==> config.mk <==
export PLATFORM = sky130hd
export DESIGN_NAME = dda_param_loader_flat
export DESIGN_NICKNAME = d
export VERILOG_FILES = /design/src/rtl/dda_param_loader_if.sv /design/src/rtl/dda_param_loader.sv /design/src/flat_wrapper.sv
export SDC_FILE = /design/constraint.sdc
export NUM_CORES = 1
export LEC_CHECK = 0
export CORE_MARGIN = 2
export CORE_UTILIZATION = 30
export CTS_CLUSTER_DIAMETER = 100
export DETAILED_ROUTE_END_ITERATION = 10
export PLACE_DENSITY_LB_ADDON = 0.1
export SKIP_LAST_GASP = 1
export SLEW_MARGIN = 0
export SYNTH_ARGS = -nofsm -noshare
export SYNTH_HDL_FRONTEND = slang
export SYNTH_SLANG_ARGS = --single-unit
==> constraint.sdc <==
create_clock -name clk -period 1.8 [get_ports clk]
set_input_delay 0.36 -clock clk [delete_from_list [all_inputs] [get_ports clk]]
set_output_delay 0.36 -clock clk [all_outputs]
set_load 0.02 [all_outputs]
==> src/rtl/dda_param_loader_if.sv <==
// Byte-stream bus from the chip input pins into the DDA parameter loader.
// The master drives bytes with a valid strobe; the slave answers with ready.
interface dda_param_loader_if;
    logic [7:0] data_in;
    logic       data_valid;
    logic       data_ready;

    modport master (output data_in, output data_valid, input data_ready);
    modport slave  (input data_in, input data_valid, output data_ready);
endinterface

==> src/rtl/dda_param_loader.sv <==
// Byte-serial loader for the DDA: stages a 4-word frame, commits it atomically,
// then pulses the integrator reset and gates the enable (free-running or stepped).
module dda_param_loader #(
    parameter int N           = 16,
    parameter int INIT_CYCLES = 2
) (
    input  logic                clk,
    input  logic                rst,
    dda_param_loader_if.slave   bus,
    input  logic                load_req,
    input  logic                run_en,
    input  logic                step_mode,
    input  logic                step,
    output logic [N-1:0]        icx,
    output logic [N-1:0]        icy,
    output logic [N-1:0]        k,
    output logic [N-1:0]        d,
    output logic                dda_rst,
    output logic                dda_en,
    output logic [1:0]          state_o,
    output logic                loaded,
    output logic [15:0]         step_count
);

    localparam int FRAME_BYTES = N / 2;
    localparam int CNT_W       = $clog2(FRAME_BYTES);
    localparam int INIT_W      = (INIT_CYCLES > 1) ? $clog2(INIT_CYCLES) : 1;
    localparam logic [CNT_W-1:0]  LAST_BYTE = CNT_W'(FRAME_BYTES - 1);
    localparam logic [INIT_W-1:0] INIT_LAST = INIT_W'(INIT_CYCLES - 1);

    localparam logic [1:0] ST_LOAD = 2'd0;
    localparam logic [1:0] ST_INIT = 2'd1;
    localparam logic [1:0] ST_RUN  = 2'd2;

    logic [1:0]        state_q, state_d;
    logic [CNT_W-1:0]  cnt_q, cnt_d;
    logic [INIT_W-1:0] init_q, init_d;
    logic [4*N-1:0]    stage_q, stage_d;
    logic [N-1:0]      icx_q, icx_d, icy_q, icy_d, k_q, k_d, d_q, d_d;
    logic              loaded_q, loaded_d;
    logic [15:0]       sc_q, sc_d;

    logic           accept;
    logic           last_accept;
    logic [4*N-1:0] frame_full;

    assign bus.data_ready = (state_q == ST_LOAD);
    assign accept         = bus.data_valid && (state_q == ST_LOAD);
    assign last_accept    = accept && (cnt_q == LAST_BYTE);
    // Bytes shift in MSB-first, so the oldest byte ends up at the top of icx.
    assign frame_full     = {stage_q[4*N-9:0], bus.data_in};

    assign dda_rst = (state_q == ST_INIT);
    assign dda_en  = (state_q == ST_INIT) ||
                     ((state_q == ST_RUN) && run_en && (!step_mode || step));

    always_comb begin
        state_d  = state_q;
        cnt_d    = cnt_q;
        init_d   = init_q;
        stage_d  = stage_q;
        icx_d    = icx_q;
        icy_d    = icy_q;
        k_d      = k_q;
        d_d      = d_q;
        loaded_d = loaded_q;
        sc_d     = sc_q;

        if ((state_q == ST_RUN) && dda_en && (sc_q != 16'hFFFF)) begin
            sc_d = sc_q + 16'd1;
        end

        // A reload request overrides everything, including a final byte in flight.
        if (load_req) begin
            state_d = ST_LOAD;
            cnt_d   = '0;
            stage_d = '0;
        end else begin
            case (state_q)
                ST_LOAD: begin
                    if (last_accept) begin
                        icx_d    = frame_full[4*N-1:3*N];
                        icy_d    = frame_full[3*N-1:2*N];
                        k_d      = frame_full[2*N-1:N];
                        d_d      = frame_full[N-1:0];
                        loaded_d = 1'b1;
                        sc_d     = '0;
                        cnt_d    = '0;
                        stage_d  = '0;
                        init_d   = '0;
                        state_d  = ST_INIT;
                    end else if (accept) begin
                        stage_d = frame_full;
                        cnt_d   = cnt_q + CNT_W'(1);
                    end
                end
                ST_INIT: begin
                    if (init_q == INIT_LAST) begin
                        state_d = ST_RUN;
                    end else begin
                        init_d = init_q + INIT_W'(1);
                    end
                end
                default: begin
                end
            endcase
        end
    end

    always_ff @(posedge clk) begin
        if (rst) begin
            state_q  <= ST_LOAD;
            cnt_q    <= '0;
            init_q   <= '0;
            stage_q  <= '0;
            icx_q    <= '0;
            icy_q    <= '0;
            k_q      <= '0;
            d_q      <= '0;
            loaded_q <= 1'b0;
            sc_q     <= '0;
        end else begin
            state_q  <= state_d;
            cnt_q    <= cnt_d;
            init_q   <= init_d;
            stage_q  <= stage_d;
            icx_q    <= icx_d;
            icy_q    <= icy_d;
            k_q      <= k_d;
            d_q      <= d_d;
            loaded_q <= loaded_d;
            sc_q     <= sc_d;
        end
    end

    assign icx        = icx_q;
    assign icy        = icy_q;
    assign k          = k_q;
    assign d          = d_q;
    assign state_o    = state_q;
    assign loaded     = loaded_q;
    assign step_count = sc_q;

endmodule

==> src/flat_wrapper.sv <==
// flat-port wrapper written by rule: the top's interface ports become plain ports
module dda_param_loader_flat 
#(
    parameter int N           = 16,
    parameter int INIT_CYCLES = 2
)
  (clk, rst, load_req, run_en, step_mode, step, icx, icy, k, d, dda_rst, dda_en, state_o, loaded, step_count, bus_data_in, bus_data_valid, bus_data_ready);
  dda_param_loader_if bus_i ();
  input  logic clk;
  input  logic rst;
  input  logic load_req;
  input  logic run_en;
  input  logic step_mode;
  input  logic step;
  output logic [N-1:0] icx;
  output logic [N-1:0] icy;
  output logic [N-1:0] k;
  output logic [N-1:0] d;
  output logic dda_rst;
  output logic dda_en;
  output logic [1:0] state_o;
  output logic loaded;
  output logic [15:0] step_count;
  input wire logic [$bits(bus_i.data_in)-1:0] bus_data_in;
  input wire logic [$bits(bus_i.data_valid)-1:0] bus_data_valid;
  output wire logic [$bits(bus_i.data_ready)-1:0] bus_data_ready;
  assign bus_i.data_in = bus_data_in;
  assign bus_i.data_valid = bus_data_valid;
  assign bus_data_ready = bus_i.data_ready;
  dda_param_loader #(.N(N), .INIT_CYCLES(INIT_CYCLES)) u_core (.clk(clk), .rst(rst), .bus(bus_i), .load_req(load_req), .run_en(run_en), .step_mode(step_mode), .step(step), .icx(icx), .icy(icy), .k(k), .d(d), .dda_rst(dda_rst), .dda_en(dda_en), .state_o(state_o), .loaded(loaded), .step_count(step_count));
endmodule
# Word-level counts from Yosys, hierarchy flattened
# Index checks and enable logic that the tools add are counted.
[word_totals]
regBits = 143
output_inout_bits = 86
wordCells = 51
[classes]
n_addsub = 3
eq_ne = 6
muxes = 14
n_bitwise = 1
n_reduce_logical = 17
[op_table]
columns = ["operator", "count"]
rows = [
  ["two-way mux 56 bit", 2],
  ["two-way mux 16 bit", 4],
  ["adder 16 x 1 -> 16 bit, second input constant", 1],
  ["inequality test 16 bit, second input constant", 1],
  ["AND reduction 3 bit", 3],
  ["logical AND 1 bit", 6],
  ["two-way mux 3 bit", 2],
  ["two-way mux 2 bit", 2],
  ["inequality test 2 x 1 -> 1 bit, second input constant", 2],
  ["case mux 2 bit (2 select lines)", 1],
  ["nonzero test 2 bit", 2],
  ["adder 3 x 1 -> 3 bit, second input constant", 1],
  ["equality test 3 bit, second input constant", 1],
  ["equality test 2 x 1 -> 1 bit, second input constant", 1],
  ["equality test 2 bit, second input constant", 1],
  ["zero test 2 bit", 1],
  ["logical OR 1 bit", 2],
  ["two-way mux 1 bit", 2],
  ["case mux 1 bit (2 select lines)", 1],
  ["AND reduction 2 bit", 1],
  ["OR reduction 2 bit", 1],
  ["adder 1 bit, second input constant", 1],
  ["zero test 1 bit", 1],
  ["inverter 1 bit", 1],
]

# Longest topological paths before layout
# Gate-level depths: netlist of the first run.
[logic_depth]
depth_word = 10
mapped_depth = 9
mapped_depth_nobuf = 6

# Worst setup path before layout of the first run
# No wires, ideal clock.
[synth_path]
path_kind = "register -> register"
start = "reg u_core.state_q[1] (netlist: u_core.state_o[1])"
end = "reg u_core.d_q[10] (netlist: u_core.d[10])"
arrival_ns = 1.734
required_time_ns = 1.668
slack_ns = -0.066
path_stages_with_launch = 8
path_buffers = 2
period_less_slack_ns = 1.866
cell_sequence = "dfxtp_1 nor2_1 nand3_1 or2_2 buf_2 buf_2 nand2_1 a21oi_1"
[synth_between]
elab_chain_len = 4
[synth_lines]
columns = ["element", "line_no", "rtl"]
rows = [
  ["start, declared", "dda_param_loader.sv:35", "logic [1:0] state_q, state_d;"],
  ["start signal, assigned", "dda_param_loader.sv:123", "state_q <= state_d;"],
  ["zero test 2 bit (*)", "-", ""],
  ["named net bus_data_ready", "flat_wrapper.sv:26", "output wire logic [$bits(bus_i.data_ready)-1:0] bus_data_ready;"],
  ["logical AND 1 bit", "dda_param_loader.sv:48", "assign accept = bus.data_valid && (state_q == ST_LOAD);"],
  ["logical AND 1 bit", "dda_param_loader.sv:49", "assign last_accept = accept && (cnt_q == LAST_BYTE);"],
  ["AND reduction 3 bit (no line) (*)", "-", ""],
  ["end signal, assigned", "dda_param_loader.sv:119", "d_q <= '0;"],
  ["end signal, assigned", "dda_param_loader.sv:130", "d_q <= d_d;"],
  ["end, declared", "dda_param_loader.sv:39", "logic [N-1:0] icx_q, icx_d, icy_q, icy_d, k_q, k_d, d_q, d_d;"],
]
# Mark *: on every way through the listed nets, which the timed path passes. The rest lies on a longest branch.
# A chain may end at the register's enable or synchronous reset.

# Worst setup path in the final report of the first run
[layout_path]
start = "reg u_core.k_q[3] (netlist: u_core.k[3])"
end = "out k[3]"
[layout_rtl]
columns = ["element", "line_no", "rtl"]
rows = [
  ["start, declared", "dda_param_loader.sv:39", ""],
  ["start signal, assigned", "dda_param_loader.sv:129", "k_q <= k_d;"],
  ["end, declared", "flat_wrapper.sv:17", "output logic [N-1:0] k;"],
]
# No word-level cell between the ends.

==> results of run 1 <==
## where the power goes
part	leakage [nW]	internal [mW]	switching, mW
clock network	0.284	2.05	1.26
logic	1.25	0.0742	0.118
registers	1.15	3.18	0.00713
## through the flow
stage,std cells,hold WS [ns],setup TNS [ns],utilization [%]
detailed placement,972,0.448,-3.24,38.7
global placement,972,0.447,-3.58,38.7
floorplan,656,0.432,0,-
finish,1006,0.356,0,42.3
CTS,1002,0.342,-0.0494,41.7
global route,1006,0.349,0,42.3
## synth_stat cells, types with 2 or more instances
cell type	n	area share (%)
o21ai_0	7	0.65
nand3_1	6	0.55
a21oi_1	130	12
or2_2	2	0.23
xor2_1	4	0.65
clkbuf_1	29	2.0
buf_1	2	0.14
inv_1	2	0.14
dfxtp_1	143	53
nor3b_1	58	8.0
and4_1	4	0.65
xnor2_1	5	0.81
ha_1	3	0.69
nand2b_1	2	0.23
or3_1	3	0.35
nor2_1	76	5.3
nand2_1	137	9.5
nor3_1	5	0.46
and3b_1	2	0.32
buf_2	18	1.7
nand4_1	6	0.69
## kinds of logic after synthesis
family,synth area share (%)
compound gates,13.7
xor+xnor,1.45
fa+ha+maj,0.693
buf+inv,4.09
flops,52.8
mux,0.185
simple gates,27.0
## registers in the layout, indices dropped and copies added (netlist names)
signal             flops
u_core.step_count     16
u_core.stage_q        56
u_core.init_q          1
u_core.icy            16
u_core.cnt_q           3
u_core.state_o         2
u_core.loaded          1
u_core.icx            16
u_core.k              16
u_core.d              16
## layer usage
layer / GRT usage [%] / up-vias
met4: 5.16 / 0
li1: - / 2426
met1: 19.6 / 2231
met2: 23.8 / 85
met3: 3.36 / 17
met5: 0 / -
## what timing repair did
item	in CTS	in global routing
buffers inserted	0	1
endpoints found under the setup margin	19	45
gates resized for setup	19	13
hold buffers	0	0
pin swaps	0	1
cloned	0	3
## worst paths after layout
check | start | to | slack, ns | cells after the start
min | rst | u_core.state_o[0]$_SDFFE_PP0P_ | 0.36 | 3
min reg2reg | u_core.k[15]$_SDFFE_PP0P_ | u_core.k[15]$_SDFFE_PP0P_ | 0.45 | 2
max reg2reg | u_core.cnt_q[0]$_SDFFE_PP0P_ | u_core.d[1]$_SDFFE_PP0P_ | 0.12 | 10
max | u_core.k[3]$_SDFFE_PP0P_ | k[3] | 0.05 | 1
## layout make-up
| type | count | area share (%) |
|---|---|---|
| timing repair buffer | 141 | 19.4 |
| tap | 229 | 3.80 |
| sequential | 143 | 38.0 |
| multi-input combinational | 461 | 31.3 |
| clock buffer | 23 | 6.60 |
| inverter | 2 | 0.0995 |
| clock inverter | 7 | 0.796 |
==> flow_metrics.py, run 1 <==
metrics = {
    "run_status": {
        "outcome": "finished clean",
    },
    "timing": {
        "timing.final.ws_setup_ns": 0.0488,
        "clock.fmax_mhz": 571,
        "finalSetupViolCount": 0,
        "finalMaxSlewViolations": 0,
        "max-slew-margin-rel_pct": 73.5,
        "rsz0062_at_grt": "no",
        "skew_ns": 0.00626,
        "period_share_pct": 97.3,
        "finalHoldViolCount": 0,
        "period_minus_slack_ns": 1.75,
        "tightestPinTransition_ns": 0.397,
    },
    "clocking": {
        "cts_tree": "done",
        "cts_htree_levels": 4,
        "cts_buffers": 17,
        "numClockSinks": 143,
        "clk_pin_slew_ns": 0.05,
        "clock_latency_ns": 0.41,
        "clock-root-buffer": "clkbuf_16",
        "clockBufferDepth": 2,
    },
    "floorplanning": {
        "ios": 101,
        "num_rows": 49,
        "fp.dieW_um": 138,
        "die-area_um2": 19200,
        "die_y_um": 138,
        "core_um2": 17800,
        "start_util_pct": 30.4,
    },
    "layout": {
        "layout.nets": 784,
        "fin_area_um2": 7540,
        "fillers": 1808,
        "final_common_cell": "dfxtp_1",
        "final_cell_mix": "dfxtp_1 (142), nand2_1 (136), a21oi_1 (130)",
        "final_layout_size_suffix_gt1_share_pct": 10.6,
        "regArea_um2": 2860,
        "multi_input_area_um2": 2360,
        "synthToLayoutAreaGrowth_pct": 39.3,
        "n_antenna_cell": 0,
    },
    "yosys": {
        "synth_area_um2": 5420,
        "ys_seq_area_share_pct": 52.8,
        "avgSynthCellArea_um2": 8.26,
        "ys.flop_type": "dfxtp_1",
        "syn-num-nets": 674,
        "synth_cell_type_count": 33,
        "async_flop_share_pct": 0,
        "yosysWarnings": 0,
        "ys_ff_latch": 143,
        "syn_inst": 656,
        "synth_edf_count": 0,
    },
    "placed_design": {
        "place_area_um2": 6900,
        "io_buffer_count": 100,
        "gp_congestion": 0.805,
        "dpl.hpwl_mm": 9.39,
        "dpl_worst_slack_ns": -0.326,
    },
    "grt": {
        "grt_start_max_net_pins": 60,
        "grt_pass1_vias": 4510,
        "grt_use_total_pct": 14.8,
        "grt_first_pass_wirelength_mm": 23.2,
        "antenna_found_initial": 0,
        "overflow": 0,
    },
    "setup_path": {
        "crit_buf_inv": 1,
        "end_kind": "primary output",
        "path_max_fanout": 2,
        "critPathTopFamily": "buffers and inverters",
        "cpPeakStageDelay_ns": 0.63,
        "slowest_stage": "clkdlybuf4s50_1",
        "startpoint_type": "flip-flop",
        "cp_data_required_time_ns": 1.44,
        "critical_path_class": "reg2out",
        "path_cells": "clkdlybuf4s50_1",
        "arrival_ns": 1.39,
    },
    "worst_hold_path": {
        "min_path_type": "in2reg",
    },
    "drt": {
        "avgViaCountPerCell": 4.73,
        "top_layer_used": "met4",
        "wire_per_inst_um": 14.5,
        "drc": 0,
        "drt-initial-drc-count": 295,
        "vias": 4759,
        "ant_nets": 0,
        "drtPass1Iterations": 4,
        "wl_met1_mm": 7.00,
        "wl_met2_mm": 6.85,
        "route.met3.wl_um": 491,
        "totalWireLength_mm": 14.5,
    },
    "power": {
        "irDropWorstVdd_uv": 581,
        "power.density_nw_per_um2": 887,
        "finalPower_mw": 6.69,
        "p_leak_nw": 2.69,
    },
    "flow_run": {
        "cap_violations": 0,
    },
}
Power figures use the tool's default switching activity.
==> inputs of run 2 (changes only) <==
- clock period: 1.8 -> 1.45 ns (I/O delays scaled with it)
==> run 2 against run 1 <==
Combinational power up 100%; sequential power increased by 24%; final cell count grew 4.2%; sequential share of layout area is 5.1 points lower; power up 27%; the flow now finishes with violations (negative setup slack); setup slack worse by 0.20 ns; critical path type is now reg2reg; utilization up 7.1 points; non-clock buffer count rose by 37; clock power increased by 25%; global-route usage is 2.3 points higher.
==> flow_metrics.py, run 2 (same netlist as run 1, synthesis figures left out) <==
metrics = {
    "clocking": {
        "cts_tree": "done",
        "clockBufferDepth": 2,
        "numClockSinks": 143,
        "cts_htree_levels": 4,
        "clock-root-buffer": "clkbuf_16",
        "clk_pin_slew_ns": 0.06,
        "clock_latency_ns": 0.43,
        "cts_buffers": 17,
    },
    "setup_path": {
        "r2r_slack_ns": -0.15,
        "reg2reg_from": "u_core.cnt_q[0]$_SDFFE_PP0P_",
        "end_kind": "flip-flop",
        "r2r-end": "u_core.k[12]$_SDFFE_PP0P_",
        "cp_data_required_time_ns": 1.75,
        "r2r_cells": 8,
        "arrival_ns": 1.91,
        "path_max_fanout": 7,
        "startpoint_type": "flip-flop",
        "critical_path_class": "reg2reg",
    },
    "timing": {
        "finalSetupViolCount": 116,
        "clock.fmax_mhz": 624,
        "timing.final.ws_setup_ns": -0.152,
        "finalMaxSlewViolations": 0,
        "finalHoldViolCount": 0,
        "skew_ns": 0.0105,
        "max-slew-margin-rel_pct": 73.6,
        "period_minus_slack_ns": 1.60,
        "rsz0062_at_grt": "yes",
        "tightestPinTransition_ns": 0.397,
        "period_share_pct": 111,
    },
    "placed_design": {
        "dpl_worst_slack_ns": -0.525,
        "dpl.hpwl_mm": 10.0,
        "gp_congestion": 0.780,
        "dp_cells": 991,
        "io_buffer_count": 100,
    },
    "layout": {
        "layout.nets": 823,
        "synthToLayoutAreaGrowth_pct": 62.7,
        "fillers": 1658,
        "multi_input_area_um2": 3170,
        "final_common_cell": "dfxtp_1",
        "regMostFlops": "u_core.stage_q",
        "instances_no_fill": 1048,
        "final_cell_mix": "dfxtp_1 (122), nand2_1 (98), a21oi_1 (78)",
        "regArea_um2": 2900,
        "largest_reg_flops": 56,
        "final_layout_size_suffix_gt1_share_pct": 38.3,
    },
    "grt": {
        "grt_first_pass_wirelength_mm": 26.3,
        "grt_use_total_pct": 17.1,
        "overflow": 0,
        "grt_pass1_vias": 4909,
        "antenna_found_initial": 0,
        "grt_start_max_net_pins": 44,
    },
    "run_status": {
        "violations": "negative setup slack",
        "outcome": "complete, but fails checks",
    },
    "drt": {
        "avgViaCountPerCell": 4.80,
        "drc": 0,
        "ant_nets": 0,
        "drt-initial-drc-count": 259,
        "totalWireLength_mm": 16.4,
        "vias": 5034,
        "drtPass1Iterations": 4,
        "wire_per_inst_um": 15.7,
    },
    "floorplanning": {
        "die_y_um": 138,
        "start_util_pct": 30.4,
        "core_um2": 17800,
        "fp.dieW_um": 138,
        "num_rows": 49,
        "ios": 101,
        "die-area_um2": 19200,
    },
    "worst_hold_path": {
        "min_path_type": "in2reg",
        "hold_path.startpoint": "rst",
        "whs_path_depth": 3,
        "min_to": "u_core.init_q$_SDFFE_PP0P_",
    },
    "power": {
        "p_leak_nw": 3.26,
        "power.density_nw_per_um2": 963,
        "finalPower_mw": 8.48,
        "irDropWorstVdd_uv": 869,
    },
    "flow_run": {
        "cap_violations": 0,
    },
}
[run 2: worst max-delay path by stage]
stage / cells after the start / from / to / slack [ns]
after global placement: 5 / run_en / dda_en / -0.53
after global routing: 4 / u_core.state_o[0]$_SDFFE_PP0P_ / dda_en / -0.22
final: 8 / u_core.cnt_q[0]$_SDFFE_PP0P_ / u_core.k[12]$_SDFFE_PP0P_ / -0.15
after CTS: 4 / u_core.state_o[0]$_SDFFE_PP0P_ / dda_en / -0.17
after floorplan: 9 / u_core.cnt_q[0]$_SDFFE_PP0P_ / u_core.d[10]$_SDFFE_PP0P_ / -0.07
after detailed placement: 5 / run_en / dda_en / -0.52
[run 2: final cells by class]
cell class                      count  area share (%)
Sequential cell                   143            32.9
Inverter                            2          0.0852
Multi-Input combinational cell    463            35.9
Antenna cell                        1          0.0284
Tap cell                          229            3.25
Timing Repair Buffer              178            21.5
Clock buffer                       23            5.42
Clock inverter                      9           0.937
[run 2: power breakdown]
part           switching [mW]  internal [mW]  leakage, nW
sequential             0.0105           3.93         1.16
clock                    1.66           2.49        0.270
combinational           0.209          0.182         1.82
[run 2: per-layer routing]
layer | vias up | share of wire (%) | global-route usage (%)
met5 | - | 0 | 0
met4 | 0 | 1.6 | 5.64
met3 | 20 | 3.4 | 3.71
met2 | 78 | 47 | 27.5
met1 | 2405 | 48 | 22.9
li1 | 2531 | - | -
[run 2: worst max-delay path, cell delays in order (launching register included)]
cell     delay, ns
dfxtp_2       0.36
ha_4          0.14
ha_4          0.14
nand3_4       0.09
or2_4         0.34
buf_12        0.17
buf_16        0.14
nand2_4       0.05
a21oi_1       0.05
[run 2: metrics by stage]
step                      setup TNS [ns]  hold slack [ns]  utilization, %  area [µm²]
after floorplan                    -5.39            0.426               -        5540
after global placement            -28.39            0.444            39.6        7060
after detailed placement          -27.96            0.449            39.6        7060
after CTS                         -12.25            0.346            46.8        8350
after global routing              -19.21            0.393            49.4        8810
final                              -8.49            0.368            49.4        8810
[run 2: timing repair]
| action | CTS | global route |
|---|---|---|
| gates cloned | 11 | 4 |
| gates resized for setup | 274 | 128 |
| buffers inserted | 8 | 4 |
| pin swaps | 85 | 28 |
| hold buffers | 0 | 0 |
| endpoints found under the setup margin | 193 | 168 |
